$ cat config.mk
export PLATFORM = sky130hd
export DESIGN_NAME = demux1_to_2_32bit_pipe_flat
export DESIGN_NICKNAME = d
export VERILOG_FILES = /design/src/rtl/demux1_to_2_32bit_pipe_if.sv /design/src/rtl/demux1_to_2_32bit_pipe.sv /design/src/flat_wrapper.sv
export SDC_FILE = /design/constraint.sdc
export NUM_CORES = 1
export LEC_CHECK = 0
export ABC_AREA = 1
export BUFFER_PORTS_ARGS = -buffer_cell sky130_fd_sc_hd__buf_2
export CAP_MARGIN = 20
export CORE_MARGIN = 2
export CORE_UTILIZATION = 55
export DETAILED_ROUTE_END_ITERATION = 10
export GPL_TIMING_DRIVEN = 0
export HOLD_SLACK_MARGIN = 0.03
export PLACE_DENSITY_LB_ADDON = 0.15
export REMOVE_ABC_BUFFERS = 1
export SLEW_MARGIN = 10
export SYNTH_ARGS = -nofsm -noshare
export SYNTH_HDL_FRONTEND = slang
export SYNTH_SLANG_ARGS = --single-unit
$ cat constraint.sdc
create_clock -name clk -period 7.21 [get_ports clk]
set_input_delay 0.3605 -clock clk [delete_from_list [all_inputs] [get_ports clk]]
set_output_delay 0.3605 -clock clk [all_outputs]
set_load 0.1 [all_outputs]
$ cat src/rtl/demux1_to_2_32bit_pipe_if.sv
// Valid/ready bundle for the 1-to-2 demux: one upstream port, two downstream
// ports and the per-channel occupancy taps.
interface demux1_to_2_32bit_pipe_if #(
  parameter int bit_width = 32
);
  logic                 in_valid;
  logic                 in_ready;
  logic [bit_width-1:0] in_data;
  logic                 select;

  logic                 out0_valid;
  logic                 out0_ready;
  logic [bit_width-1:0] out0_data;

  logic                 out1_valid;
  logic                 out1_ready;
  logic [bit_width-1:0] out1_data;

  logic [1:0]           count0;
  logic [1:0]           count1;

  // Environment side: produces words and consumes both channels.
  modport master (
    output in_valid, in_data, select, out0_ready, out1_ready,
    input  in_ready, out0_valid, out0_data, out1_valid, out1_data,
           count0, count1
  );

  // Demux side.
  modport slave (
    input  in_valid, in_data, select, out0_ready, out1_ready,
    output in_ready, out0_valid, out0_data, out1_valid, out1_data,
           count0, count1
  );
endinterface

$ cat src/rtl/demux1_to_2_32bit_pipe.sv
// Registered 1-to-2 demultiplexer. Each channel owns a 2-entry FIFO so a
// stalled consumer only blocks words addressed to it. The FIFO head is kept
// in its own reset register so outN_data is 0 whenever the channel is empty
// and comes straight from a flop.
module demux1_to_2_32bit_pipe #(
  parameter int bit_width = 32
) (
  input logic                     clk,
  input logic                     rst_n,
  demux1_to_2_32bit_pipe_if.slave bus
);

  logic [1:0]           count  [2];
  logic [1:0]           rd_ptr;
  logic [1:0]           wr_ptr;
  logic [bit_width-1:0] mem    [2][2];
  logic [bit_width-1:0] head   [2];

  logic       accept;
  logic [1:0] push;
  logic [1:0] pop;
  logic [1:0] out_ready;

  // in_ready looks only at registered occupancy, never at the consumer ready.
  assign bus.in_ready = ((bus.select ? count[1] : count[0]) != 2'd2);
  assign accept       = bus.in_valid & bus.in_ready;
  assign push[0]      = accept & ~bus.select;
  assign push[1]      = accept &  bus.select;

  assign out_ready[0] = bus.out0_ready;
  assign out_ready[1] = bus.out1_ready;
  assign pop[0]       = (count[0] != 2'd0) & out_ready[0];
  assign pop[1]       = (count[1] != 2'd0) & out_ready[1];

  assign bus.out0_valid = (count[0] != 2'd0);
  assign bus.out1_valid = (count[1] != 2'd0);
  assign bus.out0_data  = head[0];
  assign bus.out1_data  = head[1];
  assign bus.count0     = count[0];
  assign bus.count1     = count[1];

  // FIFO storage; contents are meaningless until counted, so no reset.
  always_ff @(posedge clk) begin
    for (int ch = 0; ch < 2; ch++) begin
      if (push[ch]) mem[ch][wr_ptr[ch]] <= bus.in_data;
    end
  end

  // Occupancy, pointers and the registered head word per channel.
  always_ff @(posedge clk or negedge rst_n) begin
    if (!rst_n) begin
      rd_ptr <= '0;
      wr_ptr <= '0;
      for (int ch = 0; ch < 2; ch++) begin
        count[ch] <= 2'd0;
        head[ch]  <= '0;
      end
    end else begin
      for (int ch = 0; ch < 2; ch++) begin
        case ({push[ch], pop[ch]})
          2'b10: begin
            count[ch]  <= count[ch] + 2'd1;
            wr_ptr[ch] <= ~wr_ptr[ch];
          end
          2'b01: begin
            count[ch]  <= count[ch] - 2'd1;
            rd_ptr[ch] <= ~rd_ptr[ch];
          end
          2'b11: begin
            wr_ptr[ch] <= ~wr_ptr[ch];
            rd_ptr[ch] <= ~rd_ptr[ch];
          end
          default: ;
        endcase

        // Head tracks what will sit at rd_ptr after this edge; a push into a
        // FIFO that is (or becomes) empty bypasses storage.
        if (pop[ch]) begin
          if (count[ch] == 2'd2)  head[ch] <= mem[ch][~rd_ptr[ch]];
          else if (push[ch])      head[ch] <= bus.in_data;
          else                    head[ch] <= '0;
        end else if (push[ch] && count[ch] == 2'd0) begin
          head[ch] <= bus.in_data;
        end
      end
    end
  end

endmodule

$ cat src/flat_wrapper.sv
// flat-port wrapper written by rule: the top's interface ports become plain ports
module demux1_to_2_32bit_pipe_flat 
#(
  parameter int bit_width = 32
)
  (clk, rst_n, bus_in_valid, bus_in_data, bus_select, bus_out0_ready, bus_out1_ready, bus_in_ready, bus_out0_valid, bus_out0_data, bus_out1_valid, bus_out1_data, bus_count0, bus_count1);
  demux1_to_2_32bit_pipe_if #(.bit_width(bit_width)) bus_i ();
  input logic clk;
  input logic rst_n;
  input wire logic [$bits(bus_i.in_valid)-1:0] bus_in_valid;
  input wire logic [$bits(bus_i.in_data)-1:0] bus_in_data;
  input wire logic [$bits(bus_i.select)-1:0] bus_select;
  input wire logic [$bits(bus_i.out0_ready)-1:0] bus_out0_ready;
  input wire logic [$bits(bus_i.out1_ready)-1:0] bus_out1_ready;
  output wire logic [$bits(bus_i.in_ready)-1:0] bus_in_ready;
  output wire logic [$bits(bus_i.out0_valid)-1:0] bus_out0_valid;
  output wire logic [$bits(bus_i.out0_data)-1:0] bus_out0_data;
  output wire logic [$bits(bus_i.out1_valid)-1:0] bus_out1_valid;
  output wire logic [$bits(bus_i.out1_data)-1:0] bus_out1_data;
  output wire logic [$bits(bus_i.count0)-1:0] bus_count0;
  output wire logic [$bits(bus_i.count1)-1:0] bus_count1;
  assign bus_i.in_valid = bus_in_valid;
  assign bus_i.in_data = bus_in_data;
  assign bus_i.select = bus_select;
  assign bus_i.out0_ready = bus_out0_ready;
  assign bus_i.out1_ready = bus_out1_ready;
  assign bus_in_ready = bus_i.in_ready;
  assign bus_out0_valid = bus_i.out0_valid;
  assign bus_out0_data = bus_i.out0_data;
  assign bus_out1_valid = bus_i.out1_valid;
  assign bus_out1_data = bus_i.out1_data;
  assign bus_count0 = bus_i.count0;
  assign bus_count1 = bus_i.count1;
  demux1_to_2_32bit_pipe #(.bit_width(bit_width)) u_core (.clk(clk), .rst_n(rst_n), .bus(bus_i));
endmodule
Word level (Yosys, flattened, before mapping). Memories as Yosys holds them, arrays and structs flattened. Index checks and enable logic that the tools add are counted.

Add/subtract/negate cells: 4. $mul: 0. Div/mod/pow operators: 0. Magnitude comparators: 6. Eq/ne operators: 9. Shift-type cells: 0. Mux-type cells: 28. Bitwise gates (word level): 14. Reductions and logical operators: 17.

Operator list (count): $mux W32 (16); $mux W64 (4); $demux W32 S1 (2); $reduce_or A64 Y1 (1); $eq A2 B2 Y1 const B (6); $reduce_bool A2 Y1 (6); $ge A2 B2 Y1 const B (4); $not A1 Y2 (4); $pmux W2 S2 (2); $reduce_or A2 Y1 (4); $and A1 B1 Y1 (5); $not A1 Y1 (5); $add A2 B1 Y2 const B (2); $eq A2 B1 Y1 const B (2); $logic_and A1 B1 Y1 (4); $logic_not A2 Y1 (2); $lt A2 B1 Y1 const B (2); $sub A2 B1 Y2 const B (2); $mux W1 (3); $mux W2 (1); $ne A2 B2 Y1 const B (1).

Register bits: 72. Latch bits: 0. Memory bits (writable): 128. Memory bits (read-only): 0. Input bits: 38. Output and inout bits: 71. Word-level logic and storage cells: 87. Memories kept: 1.

Memories: u_core.mem (words 2, bits a word 64, read ports 2, clocked after Yosys merged registers in 0, write ports 1, line demux1_to_2_32bit_pipe.sv:16) `logic [bit_width-1:0] mem [2][2];`.

Longest topological paths before layout.
Word-level depth: 8. Gate-level depth with buffers: 9. Depth with buffers taken out: 8.

Worst setup path before layout. No wires, ideal clock.

Kind: flip-flop to flip-flop. Start point: register u_core.count, in the netlist u_core.bus.count0[0]. End point: memory u_core.mem[0][0] in the netlist's numbering (enable). Library setup time: 421 ps. Data arrival time: 2716 ps. Data required time: 6789 ps. Path slack: 4073 ps. Cell stages (with the launch flop): 5. Period minus slack after synthesis: 3137 ps. Cells stage by stage: dfrtp_1 -> inv_2 -> nand2_2 -> nand3_4 -> nor2_1.

Cells in the longest elaborated chain, start to end: 8. Elaborated cells between the ends (all ways): 12.

RTL lines: from (decl) (line demux1_to_2_32bit_pipe.sv:13) `logic [1:0] count [2];`; from (signal, indexed assignment) (line demux1_to_2_32bit_pipe.sv:62) `count[ch] <= count[ch] + 2'd1;`; from (signal, indexed assignment) (line demux1_to_2_32bit_pipe.sv:66) `count[ch] <= count[ch] - 2'd1;`; $mux W2 (*) (line demux1_to_2_32bit_pipe.sv:25) `assign bus.in_ready = ((bus.select ? count[1] : count[0]) != 2'd2);`; $ne A2 B2 Y1 (*) (line demux1_to_2_32bit_pipe.sv:25); $and A1 B1 Y1 (*) (line demux1_to_2_32bit_pipe.sv:26) `assign accept = bus.in_valid & bus.in_ready;`; $and A1 B1 Y1 (line demux1_to_2_32bit_pipe.sv:28) `assign push[1] = accept & bus.select;`; $mux W1 (line demux1_to_2_32bit_pipe.sv:45) `if (push[ch]) mem[ch][wr_ptr[ch]] <= bus.in_data;`; $mux W64 (implied by the code) (line demux1_to_2_32bit_pipe.sv:45); $reduce_or A64 Y1 (no line); $mux W1 (no line) or $mux W64 (tied branches); to (decl) (line demux1_to_2_32bit_pipe.sv:16).

Every way passes the cells marked *; elsewhere a longest branch is shown, timed or not.

Final worst setup path.
Start point: register u_core.rd_ptr[1]. End point: register u_core.head, in the netlist u_core.bus.out1_data[13].

Cells in the longest elaborated chain, start to end: 7.

RTL lines: from (decl) (line demux1_to_2_32bit_pipe.sv:14) `logic [1:0] rd_ptr;`; from (signal, indexed assignment) (line demux1_to_2_32bit_pipe.sv:67) `rd_ptr[ch] <= ~rd_ptr[ch];`; from (signal, indexed assignment) (line demux1_to_2_32bit_pipe.sv:71) `rd_ptr[ch] <= ~rd_ptr[ch];`; $not A1 Y1 (line demux1_to_2_32bit_pipe.sv:79) `if (count[ch] == 2'd2) head[ch] <= mem[ch][~rd_ptr[ch]];`; $not A1 Y2 (line demux1_to_2_32bit_pipe.sv:79); $mux W32 (implied by the code) (3 in series) (line demux1_to_2_32bit_pipe.sv:79); $mux W32 (line demux1_to_2_32bit_pipe.sv:79); $mux W32 (line demux1_to_2_32bit_pipe.sv:78) `if (pop[ch]) begin`; to (signal, indexed assignment) (line demux1_to_2_32bit_pipe.sv:79); to (signal, indexed assignment) (line demux1_to_2_32bit_pipe.sv:80) `else if (push[ch]) head[ch] <= bus.in_data;`; to (signal, indexed assignment) (line demux1_to_2_32bit_pipe.sv:83) `head[ch] <= bus.in_data;`; to (decl) (line demux1_to_2_32bit_pipe.sv:17) `logic [bit_width-1:0] head [2];`.

Every way passes these cells. The select of a mux whose other input is x is not followed. A chain may end at the register's enable or synchronous reset.

==> flow_summary_export.csv <==
group,metric,value,unit
critical_path,worst-r2r-cell-count,8,
logic_synthesis,netlist_top_cells_area,"edfxtp_1 (45%), nand2_1 (26%), dfrtp_1 (21%), buf_6 (1.6%), buf_2 (1.0%)",
detailed_routing,drc_errors,0,
min_path,hp-class,"in2reg",
critical_path,crit_required,7.53,ns
floorplanning,die_width,128.1,um
logic_synthesis,ys_ff_latch,200,
detailed_routing,totalWireLength,18860,um
critical_path,critPathKind,"reg2reg",
floorplanning,core_area,0.01515,mm^2
detailed_routing,dr.pass1.iters,5,
clocking,clock_latency,0.43,ns
clocking,post_cts_resized,0,
placement,port_buffer_count,108,
logic_synthesis,synth-warning-count,0,
critical_path,ff2ff_setup_slack,4.93,ns
critical_path,critPathCapture,"u_core.bus.out1_data[13]",
critical_path,timing.rr.start,"u_core.rd_ptr[1]",
floorplanning,pin_count,109,
critical_path,r2r-end,"u_core.bus.out1_data[13]",
logic_synthesis,synthesis.instances,872,
sta,timing.final.crit_period,2.279,ns
logic_synthesis,synth_top_flop_cell,"edfxtp_1",
detailed_routing,post_dr_vias_cell,5.077,
detailed_routing,met3_wirelength,1147,um
clocking,clk_transition_reported_paths,0.07,ns
detailed_routing,wl_met2,8668,um
logic_synthesis,postSynth.asyncResetShare,36.00,%
final_layout,fill_cells,1202,
final_layout,layout_cell_share_with_drive_strength_beyond_1,17.80,%
detailed_routing,wirelength_met1,8770,um
final_layout,synthToLayoutAreaGrowth,15.96,%
clocking,cts_root_buffer,"clkbuf_16",
global_routing,grt_antenna_before_repair,0,
clocking,cts.hold.buffers_added,1,
sta,number_of_hold_violations_in_the_final_report,0,
floorplanning,die-area,0.01640,mm^2
detailed_routing,route.detailed.wl_per_inst,16.10,um
sta,max_freq,438.8,MHz
logic_synthesis,synth-edff-count,128,
clocking,cts-buffers-inserted,17,
sta,final.setup_skew,0.008849,ns
critical_path,critical_path_arrival,2.60,ns
sta,maxSlewHeadroom,44.63,%
global_routing,grt.overflow.total,0,
logic_synthesis,syn_avg_cell_area,9.708,um^2
placement,place_congestion,0.6848,
global_routing,pin_count_of_the_biggest_net_entering_global_routing,53,
logic_synthesis,yosysUniqueCellTypes,22,
final_layout,finalNetCount,1012,
floorplanning,vertical_extent_of_the_die,128.1,um
detailed_routing,routed-via-count,5945,
placement,hpwl,10770,um
logic_synthesis,mappedNetlistArea,0.008466,mm^2
clocking,tritoncts_num_sinks,200,
sta,setup_tns,0,ns
logic_synthesis,synth_seq_area_share,66.69,%
floorplanning,floorplan.initialDensity,55.89,%
critical_path,crit_start,"u_core.rd_ptr[1]",
clocking,cts_tree,"built",
global_routing,globalRouteTotalUtil,24.41,%
sta,period_share,31.61,%
detailed_routing,detail-route-antenna-nets,0,
logic_synthesis,netlist.top_cell.by_area,"edfxtp_1",
sta,grt_setup_unrepaired,"no",
final_layout,insertedDiodeCount,0,
detailed_routing,route.top_layer_used,"met4",
sta,worst_pin_slew,0.8305,ns
sta,final-setup-viol-count,0,
detailed_routing,drt_iter0_markers,530,
global_routing,grt_first_pass_wirelength,29960,um
flow_run,maxCapViolCount,0,
critical_path,critical_path.startpoint_type,"register",
global_routing,first_global_vias,5593,
sta,final_max_slew_viol_count,0,
clocking,postCtsSetupBuffers,0,
clocking,clk_path_buf_depth,2,
critical_path,critPathCaptureType,"register",
run_status,run_status,"finished clean",
floorplanning,placementRows,45,
clocking,htreeDepth,4,
critical_path,timing.critical_path.fanout_max,34,
logic_synthesis,synth_top_area_share,45.40,%
==> sequential cells by signal (all words and copies together) (netlist names) <==
name / flops
u_core.bus.out1_data: 32
u_core.bus.count0: 2
u_core.mem: 128
u_core.wr_ptr: 2
u_core.bus.out0_data: 32
u_core.bus.count1: 2
u_core.rd_ptr: 2
==> how the worst min path moves through the flow <==
stage / to / startpoint / slack (ns) / depth (start not counted)
final: u_core.mem[0][114] / bus_in_data[18] / 0.17 / 1
after global routing: u_core.mem[0][124] / bus_in_data[28] / 0.17 / 1
after global placement: u_core.bus.out0_data[6] / u_core.bus.out0_data[6] / 0.46 / 2
after detailed placement: u_core.bus.out0_data[14] / rst_n / 0.28 / 1
after CTS: u_core.mem[0][124] / bus_in_data[28] / 0.16 / 1
after floorplan: u_core.bus.count0[0] / rst_n / 0.06 / 0
==> Yosys cell counts, types with 5 or more instances <==
| cell type | n |
|---|---|
| xor2_1 | 7 |
| inv_1 | 9 |
| dfrtp_1 | 72 |
| inv_2 | 9 |
| edfxtp_1 | 128 |
| nand2_1 | 579 |
| clkbuf_1 | 6 |
| buf_2 | 17 |
| buf_6 | 12 |
| nor2_1 | 5 |
==> metrics by stage <==
step	worst slack, ns	hold WS (ns)	cells	cell area (um^2)	util (%)
final	4.931	0.1744	1171	9817	64.82
after floorplan	4.073	0.06491	834	8200	-
after global placement	3.525	0.4565	1130	8976	59.26
after detailed placement	4.916	0.2779	1138	9234	60.97
after global routing	4.789	0.1659	1171	9817	64.82
after CTS	4.912	0.1574	1171	9817	64.82
==> routing by layer <==
| layer | track usage (%) | vias to the layer above |
|---|---|---|
| li1 | - | 2929 |
| met1 | 35.93 | 2797 |
| met2 | 37.37 | 199 |
| met3 | 4.215 | 20 |
| met4 | 8.145 | 0 |
| met5 | 0 | - |
==> cell usage in the layout (no fill, tap or decap), types with 7 or more instances in the layout <==
| cell type | n |
|---|---|
| buf_16 | 7 |
| buf_2 | 107 |
| clkbuf_16 | 17 |
| dfrtp_1 | 70 |
| edfxtp_1 | 128 |
| inv_1 | 9 |
| inv_2 | 9 |
| nand2_1 | 579 |
| nor2_4 | 8 |
| xor2_1 | 7 |
==> cell families after synthesis <==
group	after synthesis	share of synthesized area [%]
flops	200	66.69
xor+xnor	8	0.8277
buf+inv	56	3.931
fa+ha+maj	4	0.5912
compound gates	4	0.2660
simple gates	600	27.70
==> worst max-delay path, cell delays in order, from the launching register on <==
cell,delay [ns]
dfrtp_2,0.86
inv_1,0.58
buf_16,0.32
nand2_1,0.07
nand2_1,0.05
nand2_1,0.06
nand2_1,0.05
nand2_1,0.09
nand2_1,0.07
==> cell type report <==
| class | instances | area (um^2) | share of cell area, % |
|---|---|---|---|
| timing repair buffer | 117 | 765.7 | 7.800 |
| clock buffer | 19 | 442.9 | 4.512 |
| multi-input combinational | 616 | 2527 | 25.75 |
| clock inverter | 13 | 130.1 | 1.326 |
| tap | 188 | 235.2 | 2.396 |
| inverter | 18 | 67.56 | 0.6882 |
| sequential | 200 | 5648 | 57.53 |
Power is not shown: default switching activity piles up to over one toggle a cycle in this logic, so the estimate is an artifact.
